## src/rtl/seg7_pkg.sv

```systemverilog
// Shared constants for the seven-segment word checker: char codes, active-low segment patterns, rotation words.
// Pure definitions; no latency or flow control.
package seg7_pkg;

    localparam int NUM_DIGITS = 6;
    localparam int CODE_W     = 3;
    localparam int WORD_W     = NUM_DIGITS * CODE_W;

    localparam logic [CODE_W-1:0] CH_D     = 3'd0;
    localparam logic [CODE_W-1:0] CH_E     = 3'd1;
    localparam logic [CODE_W-1:0] CH_1     = 3'd2;
    localparam logic [CODE_W-1:0] CH_0     = 3'd3;
    localparam logic [CODE_W-1:0] CH_BLANK = 3'd4;

    // Index 0 of each pattern is segment a; a 0 lights the segment.
    localparam logic [0:6] SEG_D     = 7'b1000010;
    localparam logic [0:6] SEG_E     = 7'b0110000;
    localparam logic [0:6] SEG_1     = 7'b1001111;
    localparam logic [0:6] SEG_0     = 7'b0000001;
    localparam logic [0:6] SEG_BLANK = 7'b1111111;

    // HEX5..HEX0 = blank, blank, d, E, 1, 0
    localparam logic [WORD_W-1:0] ROT0_WORD = {CH_BLANK, CH_BLANK, CH_D, CH_E, CH_1, CH_0};

    typedef enum logic [1:0] {
        ST_IDLE    = 2'd0,
        ST_COLLECT = 2'd1,
        ST_DONE    = 2'd2
    } state_t;

    // Rotation r is ROT0_WORD rotated toward HEX5 by r whole digits.
    function automatic logic [WORD_W-1:0] rot_word(input int r);
        logic [2*WORD_W-1:0] w_dbl;
        w_dbl = {ROT0_WORD, ROT0_WORD};
        return w_dbl[2*WORD_W-1-CODE_W*r -: WORD_W];
    endfunction

endpackage

```

## src/rtl/seg7_to_char.sv

```systemverilog
// Maps an active-low segment pattern back to its char code; flags patterns the display never produces.
// Purely combinational, zero latency, no flow control.
module seg7_to_char
    import seg7_pkg::*;
(
    input  logic [0:6]        i_seg,
    output logic              o_known,
    output logic [CODE_W-1:0] o_code
);

    always_comb begin
        o_known = 1'b1;
        o_code  = CH_BLANK;
        case (i_seg)
            SEG_D:     o_code = CH_D;
            SEG_E:     o_code = CH_E;
            SEG_1:     o_code = CH_1;
            SEG_0:     o_code = CH_0;
            SEG_BLANK: o_code = CH_BLANK;
            default: begin
                o_known = 1'b0;
                o_code  = CH_D;
            end
        endcase
    end

endmodule

```

## src/rtl/seg7_word_decoder.sv

```systemverilog
// Rebuilds the six-digit word from sampled segment patterns and reports which display rotation it matches.
// Digit stored 1 clk after its sample, word_valid the clk after digit 5; SEG7_STABLE_FILTER_EN debounces input.
module seg7_word_decoder
    import seg7_pkg::*;
#(
    parameter int TIMEOUT_CYCLES = 1023,
    parameter int STABLE_CYCLES  = 4
)(
    input  logic              CLOCK_50,
    input  logic              Reset,
    input  logic [0:6]        seg_in,
    input  logic [2:0]        digit_idx,
    input  logic              seg_valid,
    output logic [WORD_W-1:0] char_word,
    output logic              word_valid,
    output logic [2:0]        rot_idx,
    output logic              rot_valid,
    output logic              err_char,
    output logic              err_seq
);

    localparam int TW = $clog2(TIMEOUT_CYCLES + 1);

    if (TIMEOUT_CYCLES < 2 || STABLE_CYCLES < 1) begin : g_bad_param
        $error("seg7_word_decoder: TIMEOUT_CYCLES must be >= 2 and STABLE_CYCLES >= 1");
    end

    state_t              r_state, w_state_nxt;
    logic [WORD_W-1:0]   r_store, w_word_nxt;
    logic [WORD_W-1:0]   r_char_word;
    logic [2:0]          r_rot_idx, w_rot_sel;
    logic                r_rot_valid, w_rot_hit;
    logic                r_err_char, r_err_seq;
    logic [2:0]          r_expect;
    logic [TW-1:0]       r_tmo;
    logic                w_known;
    logic [CODE_W-1:0]   w_code;
    logic                w_sample, w_timeout, w_is_repeat;
    logic                w_accept, w_complete, w_err_char_nxt, w_err_seq_nxt;

    seg7_to_char u_to_char (
        .i_seg   (seg_in),
        .o_known (w_known),
        .o_code  (w_code)
    );

`ifdef SEG7_STABLE_FILTER_EN
    localparam int  SW            = $clog2(STABLE_CYCLES + 1);
    localparam bit  IGNORE_REPEAT = 1'b0;

    logic [0:6]    r_prev_seg;
    logic [2:0]    r_prev_idx;
    logic          r_prev_vld;
    logic [SW-1:0] r_run, w_run_nxt;
    logic          w_same;

    assign w_same = seg_valid && r_prev_vld && (seg_in == r_prev_seg) && (digit_idx == r_prev_idx);

    always_comb begin
        w_run_nxt = '0;
        if (w_same)
            w_run_nxt = (r_run == SW'(STABLE_CYCLES)) ? r_run : r_run + SW'(1);
        else if (seg_valid)
            w_run_nxt = SW'(1);
    end

    // Fire once when the run first reaches the threshold; a saturated run stays silent.
    assign w_sample = seg_valid && (w_run_nxt == SW'(STABLE_CYCLES)) &&
                      !(w_same && (r_run == SW'(STABLE_CYCLES)));

    always_ff @(posedge CLOCK_50) begin
        if (Reset) begin
            r_prev_seg <= '0;
            r_prev_idx <= '0;
            r_prev_vld <= 1'b0;
            r_run      <= '0;
        end else begin
            r_prev_seg <= seg_in;
            r_prev_idx <= digit_idx;
            r_prev_vld <= seg_valid;
            r_run      <= w_run_nxt;
        end
    end
`else
    localparam bit  IGNORE_REPEAT = 1'b1;

    assign w_sample = seg_valid;
`endif

    assign w_timeout   = (r_tmo == TW'(TIMEOUT_CYCLES - 1));
    assign w_is_repeat = (digit_idx == r_expect - 3'd1);

    // Word as it would look with the current sample written into its slot.
    always_comb begin
        w_word_nxt = r_store;
        for (int i = 0; i < NUM_DIGITS; i++) begin
            if (digit_idx == 3'(i))
                w_word_nxt[CODE_W*i +: CODE_W] = w_code;
        end
    end

    // Descending scan so the lowest matching rotation wins.
    always_comb begin
        w_rot_hit = 1'b0;
        w_rot_sel = '0;
        for (int i = NUM_DIGITS - 1; i >= 0; i--) begin
            if (w_word_nxt == rot_word(i)) begin
                w_rot_hit = 1'b1;
                w_rot_sel = 3'(i);
            end
        end
    end

    always_ff @(posedge CLOCK_50) begin
        if (Reset)
            r_state <= ST_IDLE;
        else
            r_state <= w_state_nxt;
    end

    always_comb begin
        w_state_nxt    = r_state;
        w_accept       = 1'b0;
        w_complete     = 1'b0;
        w_err_char_nxt = 1'b0;
        w_err_seq_nxt  = 1'b0;
        case (r_state)
            ST_IDLE: begin
                if (w_sample) begin
                    if (!w_known) begin
                        w_err_char_nxt = 1'b1;
                    end else if (digit_idx == 3'd0) begin
                        w_accept    = 1'b1;
                        w_state_nxt = ST_COLLECT;
                    end
                end
            end
            ST_COLLECT: begin
                if (w_sample) begin
                    if (!w_known) begin
                        w_err_char_nxt = 1'b1;
                        w_state_nxt    = ST_IDLE;
                    end else if (digit_idx == r_expect) begin
                        w_accept = 1'b1;
                        if (digit_idx == 3'(NUM_DIGITS - 1)) begin
                            w_complete  = 1'b1;
                            w_state_nxt = ST_DONE;
                        end
                    end else if (!(IGNORE_REPEAT && w_is_repeat)) begin
                        w_err_seq_nxt = 1'b1;
                        // A fresh digit 0 restarts the word instead of dropping it.
                        if (digit_idx == 3'd0)
                            w_accept = 1'b1;
                        else
                            w_state_nxt = ST_IDLE;
                    end
                end
                if (!w_accept && !w_err_char_nxt && !w_err_seq_nxt && w_timeout) begin
                    w_err_seq_nxt = 1'b1;
                    w_state_nxt   = ST_IDLE;
                end
            end
            ST_DONE: w_state_nxt = ST_IDLE;
            default: w_state_nxt = ST_IDLE;
        endcase
    end

    always_comb begin
        word_valid = (r_state == ST_DONE);
    end

    always_ff @(posedge CLOCK_50) begin
        if (Reset) begin
            r_store     <= '0;
            r_char_word <= '0;
            r_rot_idx   <= '0;
            r_rot_valid <= 1'b0;
            r_err_char  <= 1'b0;
            r_err_seq   <= 1'b0;
            r_expect    <= '0;
            r_tmo       <= '0;
        end else begin
            r_err_char <= w_err_char_nxt;
            r_err_seq  <= w_err_seq_nxt;

            if (w_accept)
                r_store <= w_word_nxt;

            if (w_complete) begin
                r_char_word <= w_word_nxt;
                r_rot_valid <= w_rot_hit;
                r_rot_idx   <= w_rot_hit ? w_rot_sel : 3'd0;
            end

            if (w_accept)
                r_expect <= digit_idx + 3'd1;
            else if (w_state_nxt == ST_IDLE)
                r_expect <= '0;

            if (r_state != ST_COLLECT || w_accept)
                r_tmo <= '0;
            else if (r_tmo != TW'(TIMEOUT_CYCLES))
                r_tmo <= r_tmo + TW'(1);
        end
    end

    assign char_word = r_char_word;
    assign rot_idx   = r_rot_idx;
    assign rot_valid = r_rot_valid;
    assign err_char  = r_err_char;
    assign err_seq   = r_err_seq;

endmodule

```

## config.mk

```make
export PLATFORM = sky130hd
export DESIGN_NAME = seg7_word_decoder
export DESIGN_NICKNAME = d
export VERILOG_FILES = /design/src/rtl/seg7_pkg.sv /design/src/rtl/seg7_to_char.sv /design/src/rtl/seg7_word_decoder.sv
export SDC_FILE = /design/constraint.sdc
export NUM_CORES = 1
export LEC_CHECK = 0
export CAP_MARGIN = 10
export CORE_MARGIN = 2
export CORE_UTILIZATION = 30
export DETAILED_ROUTE_END_ITERATION = 10
export HOLD_SLACK_MARGIN = 0.15
export PLACE_DENSITY = 0.48
export SKIP_CTS_REPAIR_TIMING = 1
export SYNTH_ARGS = -nofsm -noshare
export SYNTH_HDL_FRONTEND = slang
export SYNTH_SLANG_ARGS = --single-unit
```

## constraint.sdc

```tcl
create_clock -name CLOCK_50 -period 4.3 [get_ports CLOCK_50]
set_input_delay 0.645 -clock CLOCK_50 [delete_from_list [all_inputs] [get_ports CLOCK_50]]
set_output_delay 0.645 -clock CLOCK_50 [all_outputs]
set_load 0.05 [all_outputs]
```

Word-level counts from Yosys, hierarchy flattened
Index checks and enable logic that the tools add are counted.

Add/subtract/negate cells: 3. $mul: 0. Div/mod/pow operators: 0. Magnitude comparators: 0. Eq/ne operators: 23. Shift operators: 0. Mux-type cells: 58. Bitwise operators: 1. Reductions and logical operators: 14.

Operator list (number): two-way mux 3 bit (15); equality test 18 x 17 -> 1 bit (second input constant) (2); equality test 18 bit (second input constant) (2); two-way mux 1 bit (29); equality test 7 bit (second input constant) (3); two-way mux 2 bit (10); equality test 18 x 13 -> 1 bit (second input constant) (1); equality test 18 x 16 -> 1 bit (second input constant) (1); case mux 3 bit (4 select lines) (1); adder 10 x 1 -> 10 bit (second input constant) (1); equality test 10 bit (second input constant) (1); != test 10 bit (second input constant) (1); equality test 7 x 1 -> 1 bit (second input constant) (1); equality test 7 x 6 -> 1 bit (second input constant) (1); equality test 3 x 2 -> 1 bit (second input constant) (2); equality test 3 bit (2); equality test 3 bit (second input constant) (2); OR reduction 5 bit (1); zero test 2 bit (2); case mux 1 bit (2 select lines) (2); case mux 2 bit (2 select lines) (1); OR reduction 2 bit (2); adder 3 x 1 -> 3 bit (second input constant) (1); equality test 3 x 1 -> 1 bit (second input constant) (1); other kinds (10) (14).

Flip-flop bits (word level): 57. Latch bits: 0. Bits in writable memories: 0. Bits in read-only memories: 0. Input bits: 13. Output and inout port bits: 25. Logic and storage cells: 108. Memories kept: 0.

Depth between registers and ports, before layout
Depth in word-level cells: 16. Mapped depth: 11. Depth with buffers taken out: 10.

Cells and area by module
A second synthesis with hierarchy kept.

Cell total of the unflattened synthesis: 381. Area total of the unflattened synthesis: 3151.8 sq um.

By module, submodules not included: seg7_word_decoder (instances 1, cells an instance 367, area each 3056.7 sq um, sequential area each 1141.1 sq um); seg7_to_char (instances 1, cells an instance 14, area each 95.1 sq um, sequential area each 0.0 sq um).

Least setup slack after synthesis
OpenSTA, ideal clock, no wires.

Path kind: input port to flip-flop. From: in digit_idx[0]. To: reg r_rot_idx[0], in the netlist rot_idx[0]. Setup time: 0.070 ns. Arrival time: 2.804 ns. Data required time: 4.230 ns. Path slack: 1.426 ns. Stages: 10. Buffers on the path: 1. Cells stage by stage: inv_1 > ha_1 > nor2b_1 > clkbuf_1 > mux2i_1 > or4b_1 > or3_1 > a211oi_2 > o21ai_1 > a21oi_1.

Cells in the longest elaborated chain, start to end: 10. Elaborated cells between the ends (all ways): 37. Those cells by class: eq/ne: 12; mux: 24; reduce/logical: 1.

RTL lines: start: declaration (RTL line seg7_word_decoder.sv:12) `input logic [2:0] digit_idx,`; equality test 3 x 1 -> 1 bit (tied with other cells) (RTL line seg7_word_decoder.sv:97) `if (digit_idx == 3'(i))`; two-way mux 3 bit (RTL line seg7_word_decoder.sv:97); equality test 18 x 17 -> 1 bit (RTL line seg7_word_decoder.sv:107) `if (w_word_nxt == rot_word(i)) begin`; two-way mux 3 bit / two-way mux 1 bit (equally long branches) (6 in a row) (RTL line seg7_word_decoder.sv:107); two-way mux 3 bit (RTL line seg7_word_decoder.sv:192) `r_rot_idx <= w_rot_hit ? w_rot_sel : 3'd0;`; end signal: assignment (RTL line seg7_word_decoder.sv:192); end: declaration (RTL line seg7_word_decoder.sv:31) `logic [2:0] r_rot_idx, w_rot_sel;`.

Parallel ways exist; a longest one is shown, timed or not. A chain may end at the register's enable or synchronous reset.

Final worst setup path
From: in seg_in[2] (netlist name). To: reg r_rot_idx[0], in the netlist rot_idx[0].

Cells in the longest elaborated chain, start to end: 11. Elaborated cells between the ends (all ways): 36. Those cells by class: eq/ne: 11; mux: 24; reduce/logical: 1.

RTL lines: start: declaration (RTL line seg7_word_decoder.sv:11) `input logic [0:6] seg_in,`; equality test 7 bit (tied with other cells) (RTL line seg7_to_char.sv:14) `case (i_seg)`; case mux 3 bit (4 select lines) (RTL line seg7_to_char.sv:14); two-way mux 3 bit (RTL line seg7_word_decoder.sv:97); equality test 18 x 17 -> 1 bit (RTL line seg7_word_decoder.sv:107); two-way mux 3 bit / two-way mux 1 bit (equally long branches) (6 in a row) (RTL line seg7_word_decoder.sv:107); two-way mux 3 bit (RTL line seg7_word_decoder.sv:192).

Parallel ways exist; a longest one is shown, timed or not.

==> impl_metrics.tcl <==
set metrics [dict create \
    syn_nets 379 \
    final_common_cell "dfxtp_1" \
    syn-cell-area_um2 3010 \
    hold_path.startpoint "char_word[6]" \
    root_buffer "clkbuf_8" \
    yosys-top-cells-area "dfxtp_1 38%, mux2i_1 6.7%, nor2_1 6.6%, a211oi_1 5.5%, nand2_1 4.5%" \
    vdd_drop_max_mv 0.1403 \
    cts_buffers 9 \
    die_x_um 104.2 \
    async_reset_ff_frac 0 \
    maxCapViolations 0 \
    vias_per_cell 4.968 \
    hold_ws_ns 0.4513 \
    antenna_found_initial 0 \
    path_delay_family "simple AND/OR/NAND/NOR gates" \
    arrival_ns 3.57 \
    wl_per_cell_um 14.27 \
    r2r_end "r_store[5]" \
    hold_class "register to register" \
    dp_slack_ns 0.6608 \
    rsz0062_at_grt "no" \
    ys_warn_count 0 \
    drc_errors 0 \
    skew_ns 0.01286 \
    core_um2 9774 \
    overflow 0 \
    htreeDepth 3 \
    fin_crit_sh 0.7689 \
    crit_start "seg_in[2]" \
    ys_types 56 \
    synth-edff-count 0 \
    layout_common_cells "57 x dfxtp_1, 52 x nor2_1, 37 x clkdlybuf4s50_1" \
    rows 36 \
    leakagePower_nw 1.261 \
    worst_path_largest_cell_delay_ns 0.54 \
    timing.final.ws_setup_ns 0.9935 \
    slew_headroom 0.5000 \
    critPathKind "input port to register" \
    synth-seq-cells 57 \
    ant_nets 0 \
    start_util 0.3080 \
    avgSynthCellArea_um2 8.409 \
    hold_end "char_word[6]" \
    worst_slew_pin_slew_ns 0.7451 \
    reg2reg_slack_ns 1.97 \
    gp_congestion 0.8525 \
    setup_viol 0 \
    r2r_cells 9 \
    endpoint_kind "register" \
    grt_start_max_net_pins 39 \
    diodes 0 \
    clockBufferDepth 2 \
    ioPinCount 38 \
    crit_buf_inv 1 \
    cts_sinks 57 \
    post-route-min-period_ns 3.306 \
    power_mw 1.158 \
    instances_no_fill 533 \
    drtIter0Drc 79 \
    status "complete, no violations" \
    cpMaxStageDelayCell "mux2i_1" \
    fin_nets 416 \
    drt_pass1_iterations 4 \
    die_y_um 104.2 \
    grt_use_total 0.1437 \
    worstReg2RegStart "r_expect[2]" \
    grt_pass1_wl_um 12460 \
    clock_latency_ns 0.33 \
    worstHoldPathCells 2 \
    dominantRegCellSynth "dfxtp_1" \
    port_buffers 37 \
    grt_pass1_vias 2486 \
    placedCellCount 517 \
    crit_fanout 13 \
    areaGrowthSynthToFinish_pct 24.69 \
    cp.depth 9 \
    synth_top_cell_area_share 0.3791 \
    crit_chain "clkdlybuf4s50_1, and3_2, and2_1, mux2i_1, or4b_1, or3_1, a211oi_2, o21ai_1, a21oi_1" \
    drt-total-wl_um 7605 \
    synth_area_leader_cell "dfxtp_1" \
    required_ns 4.56 \
    hold_violations 0 \
    drive_gt1_frac 0.1000 \
    ys_seq_area_frac 0.3791 \
    slew_violations 0 \
    start_kind "input port" \
    clk_pin_slew_worst_paths_ns 0.07 \
    p_per_area_nw_per_um2 308.5 \
    hpwl_um 5606 \
    die_area_um2 10850 \
    timing.setup.tns_ns 0 \
    via_count 2648 \
    cts_tree "built" \
    max_freq_ghz 0.3024 \
    synth_cells 358 \
]
sequential cells by signal (all words and copies together) (netlist names), 2 cells and up:
register / cells
r_state: 2
rot_idx: 3
char_word: 18
r_tmo: 10
r_expect: 3
r_store: 18
metal layers:
metal / up-vias / share of wire / GRT usage
met5: - / 0 / 0
met1: 1226 / 0.50 / 0.1914
met4: 0 / 0.010 / 0.05212
met2: 52 / 0.45 / 0.2289
li1: 1363 / - / -
met3: 7 / 0.041 / 0.03070
area by class of cell:
type	count	area, um2
fillers	1038	6021
multi-input cells	272	1758
flip-flops and latches	57	1141
repair buffers	45	430.4
well taps	133	166.4
clock buffers	11	141.4
clock inverters	5	78.83
inverters	10	37.54
synth_stat cells, types with 2 or more instances:
library cell,n
mux2i_2,2
ha_1,8
o31ai_1,2
a21oi_1,23
dfxtp_1,57
mux2i_1,20
nor4_1,4
a31oi_1,2
o21ai_0,10
a211oi_1,22
buf_2,5
nor3_1,5
and4_1,3
and2_1,5
or3_1,4
nand2_1,36
nor2_1,53
inv_1,9
and3_1,3
clkbuf_1,13
and4bb_2,2
xnor2_1,5
a311oi_1,2
nor2b_1,6
nand2b_1,4
xor2_1,5
nand4_1,8
o21ai_1,5
o22ai_1,2
nand3_1,7
power by group:
group / leakage (nW) / total, mW / internal (mW) / switching, mW
clock: 0.113 / 0.565 / 0.341 / 0.223
combinational: 0.688 / 0.0644 / 0.0267 / 0.0377
sequential: 0.459 / 0.529 / 0.528 / 0.000269
stage by stage:
stage / cell area (um2) / util
6_report: 3754 / 0.3840
5_1_grt: 3754 / 0.3840
4_1_cts: 3754 / 0.3840
3_5_place_dp: 3533 / 0.3615
3_3_place_gp: 3533 / 0.3615
2_1_floorplan: 3010 / -
cells by family after synthesis:
family / Yosys count / synth area share
compound gates: 79 / 0.1737
xor+xnor: 11 / 0.03699
fa+ha+maj: 8 / 0.03325
buf+inv: 29 / 0.03948
flops: 57 / 0.3791
mux: 23 / 0.07939
simple gates: 151 / 0.2581
how the worst max path moves through the flow:
| stage | endpoint | slack (ns) |
|---|---|---|
| detailed placement | rot_idx[0] | 0.66 |
| floorplan | rot_idx[0] | 1.43 |
| global placement | rot_idx[0] | 0.67 |
| finish | rot_idx[0] | 0.99 |
| global route | rot_idx[0] | 0.83 |
| CTS | rot_idx[0] | 1.01 |
worst register-to-register path, delay by kind of cell, from the launching register on:
family	cells	cell delay, ns
compound gates	2	0.38
mux	1	0.20
buf+inv	1	0.22
xor+xnor	1	0.44
simple gates	4	0.57
flops	1	0.38
(Power assumes the default switching activity.)
